[src/rtl/div.sv]
// Multi-cycle restoring divider for DIV/DIVU with annul and stall handshake.
// Optional early-out for |divisor| > |dividend| enabled by DIV_EARLY_OUT_EN.
module div (
    input  logic        clk,
    input  logic        rst,
    input  logic        signed_div_i,
    input  logic [31:0] opdata1_i,
    input  logic [31:0] opdata2_i,
    input  logic        start_i,
    input  logic        annul_i,
    output logic [63:0] result_o,
    output logic        ready_o,
    output logic        stallreq_o
);

    typedef enum logic [1:0] {
        FREE,
        BYZERO,
        ON,
        END
    } state_t;

    state_t      state;
    state_t      state_n;
    logic [4:0]  cnt;
    logic [4:0]  cnt_n;
    logic [31:0] rem_q;
    logic [31:0] rem_n;
    logic [31:0] quo_q;
    logic [31:0] quo_n;
    logic [31:0] dvs_q;
    logic [31:0] dvs_n;
    logic        neg_q;
    logic        neg_q_n;
    logic        neg_r;
    logic        neg_r_n;
    logic [63:0] res_n;
    logic        rdy_n;

    logic [31:0] a_abs;
    logic [31:0] b_abs;
    logic [32:0] part;
    logic [32:0] trial;
    logic        no_borrow;
    logic [31:0] step_rem;
    logic [31:0] step_quo;

    function automatic logic [63:0] signfix(
        input logic [31:0] q,
        input logic [31:0] r,
        input logic        nq,
        input logic        nr
    );
        logic [31:0] qf;
        logic [31:0] rf;
        qf = nq ? -q : q;
        rf = nr ? -r : r;
        return {rf, qf};
    endfunction

    assign a_abs = (signed_div_i && opdata1_i[31]) ? -opdata1_i : opdata1_i;
    assign b_abs = (signed_div_i && opdata2_i[31]) ? -opdata2_i : opdata2_i;

    // Shifted partial remainder; its top bit set means the subtract cannot borrow.
    assign part      = {rem_q, quo_q[31]};
    assign trial     = part - {1'b0, dvs_q};
    assign no_borrow = part[32] | ~trial[32];
    assign step_rem  = no_borrow ? trial[31:0] : part[31:0];
    assign step_quo  = {quo_q[30:0], no_borrow};

    assign stallreq_o = ~rst & start_i & ~annul_i & (state != END);

    always_comb begin
        state_n = state;
        cnt_n   = cnt;
        rem_n   = rem_q;
        quo_n   = quo_q;
        dvs_n   = dvs_q;
        neg_q_n = neg_q;
        neg_r_n = neg_r;
        res_n   = result_o;
        rdy_n   = ready_o;
        unique case (state)
            FREE: begin
                res_n = 64'h0;
                rdy_n = 1'b0;
                if (start_i && !annul_i) begin
                    neg_q_n = signed_div_i & (opdata1_i[31] ^ opdata2_i[31]);
                    neg_r_n = signed_div_i & opdata1_i[31];
                    dvs_n   = b_abs;
                    cnt_n   = 5'd0;
                    if (opdata2_i == 32'h0) begin
                        state_n = BYZERO;
                        quo_n   = 32'h0;
                        rem_n   = 32'h0;
                    end
`ifdef DIV_EARLY_OUT_EN
                    else if (b_abs > a_abs) begin
                        // Reuses the one-cycle skip path with the answer preloaded.
                        state_n = BYZERO;
                        quo_n   = 32'h0;
                        rem_n   = a_abs;
                    end
`endif
                    else begin
                        state_n = ON;
                        quo_n   = a_abs;
                        rem_n   = 32'h0;
                    end
                end
            end
            BYZERO: begin
                if (annul_i) begin
                    state_n = FREE;
                    res_n   = 64'h0;
                    rdy_n   = 1'b0;
                end else begin
                    state_n = END;
                    res_n   = signfix(quo_q, rem_q, neg_q, neg_r);
                    rdy_n   = 1'b1;
                end
            end
            ON: begin
                if (annul_i) begin
                    state_n = FREE;
                    cnt_n   = 5'd0;
                    res_n   = 64'h0;
                    rdy_n   = 1'b0;
                end else begin
                    rem_n = step_rem;
                    quo_n = step_quo;
                    cnt_n = cnt + 5'd1;
                    if (cnt == 5'd31) begin
                        state_n = END;
                        res_n   = signfix(step_quo, step_rem, neg_q, neg_r);
                        rdy_n   = 1'b1;
                    end
                end
            end
            END: begin
                if (annul_i || !start_i) begin
                    state_n = FREE;
                    res_n   = 64'h0;
                    rdy_n   = 1'b0;
                end
            end
            default: begin
                state_n = FREE;
                res_n   = 64'h0;
                rdy_n   = 1'b0;
            end
        endcase
    end

    always_ff @(posedge clk) begin
        if (rst) begin
            state    <= FREE;
            cnt      <= 5'd0;
            rem_q    <= 32'h0;
            quo_q    <= 32'h0;
            dvs_q    <= 32'h0;
            neg_q    <= 1'b0;
            neg_r    <= 1'b0;
            result_o <= 64'h0;
            ready_o  <= 1'b0;
        end else begin
            state    <= state_n;
            cnt      <= cnt_n;
            rem_q    <= rem_n;
            quo_q    <= quo_n;
            dvs_q    <= dvs_n;
            neg_q    <= neg_q_n;
            neg_r    <= neg_r_n;
            result_o <= res_n;
            ready_o  <= rdy_n;
        end
    end

endmodule
[config.mk]
export PLATFORM = sky130hd
export DESIGN_NAME = div
export DESIGN_NICKNAME = d
export VERILOG_FILES = /design/src/rtl/div.sv
export SDC_FILE = /design/constraint.sdc
export NUM_CORES = 1
export LEC_CHECK = 0
export CORE_MARGIN = 5
export CORE_UTILIZATION = 59
export DETAILED_ROUTE_END_ITERATION = 10
export PLACE_DENSITY = 0.82
export SLEW_MARGIN = 30
export SYNTH_ARGS = -nofsm -noshare
export SYNTH_HDL_FRONTEND = slang
export SYNTH_SLANG_ARGS = --single-unit
[constraint.sdc]
create_clock -name clk -period 5.11 [get_ports clk]
set_clock_uncertainty 0.2 [all_clocks]
set_input_delay 0.7665 -clock clk [delete_from_list [all_inputs] [get_ports clk]]
set_output_delay 0.7665 -clock clk [all_outputs]
set_load 0.005 [all_outputs]
* Yosys cells after proc, flatten, opt, wreduce, memory -nomap -nowiden *
Cells that the tools add are included.

operators by class
  add/sub/neg operators = 8
  eq/ne operators = 9
  multiplexer cells = 34
  bitwise operators = 10
  reductions and logical operators = 14

operators with widths
  cell                                           count
  two-way mux 32 bit                             12
  two-way mux 64 bit                             4
  one-hot mux 64 bit (4 select lines)            1
  negator 32 bit                                 6
  one-hot mux 32 bit (2 select lines)            2
  subtractor 33 x 32 -> 33 bit                   1
  logical NOT 32 bit                             1
  two-way mux 2 bit                              6
  two-way mux 5 bit                              2
  one-hot mux 5 bit (2 select lines)             1
  != test 2 bit, second input constant           4
  one-hot mux 2 bit (4 select lines)             1
  AND reduction 2 bit                            3
  AND reduction 3 bit                            2
  adder 5 x 1 -> 5 bit, second input constant    1
  bitwise AND 1 bit                              5
  == test 5 bit, second input constant           1
  == test 2 bit, second input constant           2
  two-way mux 1 bit                              4
  one-hot mux 1 bit (4 select lines)             1
  logical AND 1 bit                              3
  != test 3 bit, second input constant           1
  inverter 1 bit                                 3
  == test 2 x 1 -> 1 bit, second input constant  1
  6 further kinds                                7

word-level totals
  bits in registers = 170
  output and inout port bits = 66
  logic and storage cells = 84

* Longest topological paths before layout *
  depth after elaboration = 9
  gate-level depth with buffers = 20

* Worst setup path before layout *
No wires, ideal clock.

  path kind = register to register
  start = reg quo_q[31]
  end = reg result_o[58]
  arrival = 4324 ps
  path slack = 448 ps
  cell stages (with the launch flop) = 20
  buffers on the path = 4
  period minus slack after synthesis = 4662 ps
  cell sequence = dfxtp_1 inv_1 ha_1 fa_1 nor2b_1 o31a_1 o2111ai_1 a2111o_1 nand2_1 buf_2 buf_2 buf_2 clkbuf_1 nand2_1 o21ai_0 ha_1 o21ai_0 o41ai_1 xor2_1 o221ai_1

on the way
  cells in the longest elaborated chain, start to end = 9

RTL lines
  what                                   line  text
  from (decl)                            29    logic [31:0] quo_q;
  from (signal assigned)                 170   quo_q <= quo_n;
  subtractor 33 x 32 -> 33 bit           66    assign trial = part - {1'b0, dvs_q};
  inverter 1 bit                         67    assign no_borrow = part[32] | ~trial[32];
  bitwise OR 1 bit                       67
  two-way mux 32 bit *                   68    assign step_rem = no_borrow ? trial[31:0] : part[31:0];
  negator 32 bit                         57    rf = nr ? -r : r;
  two-way mux 32 bit *                   57
  two-way mux 64 bit *                   133   if (cnt == 5'd31) begin
  two-way mux 64 bit *                   124   if (annul_i) begin
  one-hot mux 64 bit (4 select lines) *  83    unique case (state)
  to (signal assigned)                   174   result_o <= res_n;
  to (decl)                              11    output logic [63:0] result_o,

Every way passes the cells marked *; elsewhere a longest branch is shown, timed or not. The select of a mux whose other input is x is not followed.
A chain may end at the register's enable or synchronous reset.

* Final worst setup path *
Same ends and word-level chain as after synthesis.

==> results.sh <==
export IMPL_die_h_um=159
export IMPL_fin_nets=1924
export IMPL_synthArstFlopShare=0
export IMPL_grt_start_max_net_pins=92
export IMPL_crit_type="flop to flop"
export IMPL_cts_made_buffers=17
export IMPL_cp_top_family="compound AO/OA/AOI/OAI gates"
export IMPL_dr_max_layer_used="met5"
export IMPL_grt_usage=0.334
export IMPL_reg2reg_from="quo_q[31]$_SDFFE_PP0P_"
export IMPL_route_final_wire_length_um=42900
export IMPL_finalSetupViolCount=0
export IMPL_syn_to_final_growth_pct=16.3
export IMPL_antenna_found_initial=1
export IMPL_gr_total_overflow=0
export IMPL_wl_per_cell_um=20.4
export IMPL_synth_common_cells="nor2_1, dfxtp_1, nand2_1"
export IMPL_multi_input_area_sq_um=8990
export IMPL_core_area_sq_um=21800
export IMPL_drv_cap=0
export IMPL_syn_nets=1862
export IMPL_powerDensity_nw_per_um2=446
export IMPL_place_hpwl_um=32800
export IMPL_cts_buffer_depth=2
export IMPL_hp_class="flop to flop"
export IMPL_drtAntennaViolNets=0
export IMPL_critPathBufInv=2
export IMPL_min_from="dvs_q[31]$_SDFFE_PP0P_"
export IMPL_ys_flop_type="dfxtp_1"
export IMPL_cts_setup_buffers=0
export IMPL_gp_congestion=0.981
export IMPL_grt_pass1_vias=12200
export IMPL_tightest_slew_ns=1.00
export IMPL_leakagePower_nw=5.63
export IMPL_yosysMostFrequentCell="nor2_1"
export IMPL_drive_gt1_frac=0.0543
export IMPL_die_w_um=159
export IMPL_drc=0
export IMPL_rows=54
export IMPL_m1WireLength_um=19500
export IMPL_relSlewSlack=0.332
export IMPL_synth_edf_count=0
export IMPL_ys_seq_area_frac=0.261
export IMPL_start_kind="flop"
export IMPL_crit_slowest_cell="o41ai_1"
export IMPL_min_period_ns=4.79
export IMPL_ioPinCount=135
export IMPL_diodes=0
export IMPL_hold_viol=0
export IMPL_timing_critical_path_required_ns=5.21
export IMPL_peakVddDrop_uv=278
export IMPL_dpl_cell_count=2070
export IMPL_synthCells=1747
export IMPL_drt_iter0_drc=1786
export IMPL_cts_tree="yes"
export IMPL_regArea_sq_um=3400
export IMPL_clkSlewWorstSetupHoldPaths_ns=0.08
export IMPL_ctsRootBufferMaster="clkbuf_16"
export IMPL_fin_setup_tns_ns=0
export IMPL_cp_arrival_ns=4.89
export IMPL_cts_htree_levels=4
export IMPL_critPathMaxFanout=26
export IMPL_crit_chain="inv_1, ha_1, fa_1, nor2b_1, o31a_1, o2111ai_1, a2111o_1, nand2_2, buf_4, nand2_1, o21ai_0, ha_1, o21ai_0, o41ai_1, xor2_1, o221ai_1"
export IMPL_status="complete, no violations"
export IMPL_cp_end_kind="flop"
export IMPL_vias_per_cell=6.57
export IMPL_stdcell_count=2102
export IMPL_drt_pass1_iter_count=8
export IMPL_yosysWarnings=0
export IMPL_fillers=1860
export IMPL_cts_sinks=170
export IMPL_initial_core_util=0.599
export IMPL_wl_met3_um=5430
export IMPL_ys_seq_elements=170
export IMPL_synth_cell_area_sq_um=13000
export IMPL_via_count=13800
export IMPL_io_buffers=134
export IMPL_yosysTopAreaCell="dfxtp_1"
export IMPL_grt_pass1_wl_um=67200
export IMPL_clk_latency_ns=0.44
export IMPL_netlist_top_cells_area="dfxtp_1, xor2_1, nor2_1, xnor2_1, nand2_1"
export IMPL_wl_met2_um=17300
export IMPL_critPathLaunch="quo_q[31]$_SDFFE_PP0P_"
export IMPL_die_area_sq_um=25200
export IMPL_rsz0062_at_grt="false"
export IMPL_max_freq_ghz=0.209
export IMPL_slew_violations=0
export IMPL_avgSynthCellArea_sq_um=7.46
export IMPL_max_stage_delay_ns=0.56
export IMPL_post_route_period_util=0.938
export IMPL_synth_cell_types=71
export IMPL_yosysTopAreaCellShare=0.261
-- cells by family (layout without fill, tap and decap cells) --
| kind of cell | after synthesis | after routing | share of synthesized area |
|---|---|---|---|
| flops | 170 | 170 | 0.261 |
| compound gates | 539 | 539 | 0.284 |
| buf+inv | 179 | 254 | 0.0532 |
| xor+xnor | 192 | 192 | 0.129 |
| mux | 18 | 18 | 0.0142 |
| simple gates | 603 | 603 | 0.213 |
| fa+ha+maj | 46 | 46 | 0.0448 |
-- per-layer routing --
metal | track usage | vias to the layer above
met5 | 0 | -
met4 | 0.0678 | 2
met3 | 0.0522 | 82
met2 | 0.473 | 780
met1 | 0.528 | 6392
li1 | - | 6548
-- final timing paths --
check | endpoint | cells past startpoint | slack [ns]
max | result_o[58]$_SDFFE_PP0P_ | 16 | 0.32
min | dvs_q[31]$_SDFFE_PP0P_ | 2 | 0.26
max reg2reg | result_o[58]$_SDFFE_PP0P_ | 16 | 0.32
min reg2reg | dvs_q[31]$_SDFFE_PP0P_ | 2 | 0.26
-- through the flow --
stage / setup WS, ns / instance area (sq um) / power (W) / hold WS [ns] / utilization
2_1_floorplan: 0.448 / 13000 / 0.00426 / 0.232 / -
3_3_place_gp: 0.476 / 14500 / 0.00525 / 0.244 / 0.668
3_5_place_dp: 0.377 / 14500 / 0.00529 / 0.250 / 0.668
4_1_cts: 0.329 / 15100 / 0.00663 / 0.261 / 0.696
5_1_grt: 0.00484 / 15100 / 0.00715 / 0.276 / 0.696
6_report: 0.316 / 15100 / 0.00675 / 0.259 / 0.696
-- worst register-to-register path: cells and delay by family, from the launching register on --
family                     cells  cell delay, ns
DFF                            1            0.51
xor gates and xnor gates       1            0.19
adders and majority gates      3            0.91
AOI/OAI and AO/OA              7            1.97
and+or+nand+nor                3            0.47
buffers and inverters          2            0.41
-- flip-flops by register name, indices dropped and copies added, names as in the netlist --
register and flops:
neg_q 1, state 2, result_o 64, neg_r 1, dvs_q 32, quo_q 32
ready_o 1, rem_q 32, cnt 5
-- area by class of cell --
class | count | share of cell area
Tap cell | 280 | 0.0231
Multi-Input combinational cell | 1398 | 0.593
Clock buffer | 17 | 0.0281
Inverter | 53 | 0.0131
Sequential cell | 170 | 0.225
Clock inverter | 15 | 0.0118
Timing Repair Buffer | 169 | 0.106
-- what timing repair did --
action / in CTS / in global routing
hold buffers: 0 / 0
resized for setup: 0 / 1
setup endpoints to repair: 0 / 2
-- where the power goes --
part	switching, W	total, W	internal (W)
combinational	0.00241	0.00370	0.00129
sequential	0.000245	0.00171	0.00147
clock	0.000676	0.00134	0.000666
total	0.00333	0.00675	0.00342
-- cells in the final DEF (no fill, tap or decap), types with 16 or more instances in the layout --
master,Yosys,layout
a211oi_1,40,40
a21oi_1,100,100
a222oi_1,21,21
a22oi_1,64,64
buf_4,0,36
clkbuf_16,0,17
clkdlybuf4s50_1,0,133
dfxtp_1,170,170
ha_1,45,45
inv_1,52,52
nand2_1,156,155
nand2b_1,18,17
nand3_1,18,18
nor2_1,233,231
nor3_1,46,44
o21ai_0,102,102
o22ai_1,42,42
o31ai_1,37,36
o41ai_1,22,21
or3_1,28,28
or4_1,16,16
xnor2_1,84,84
xor2_1,108,108
Power figures use the tool's default switching activity.
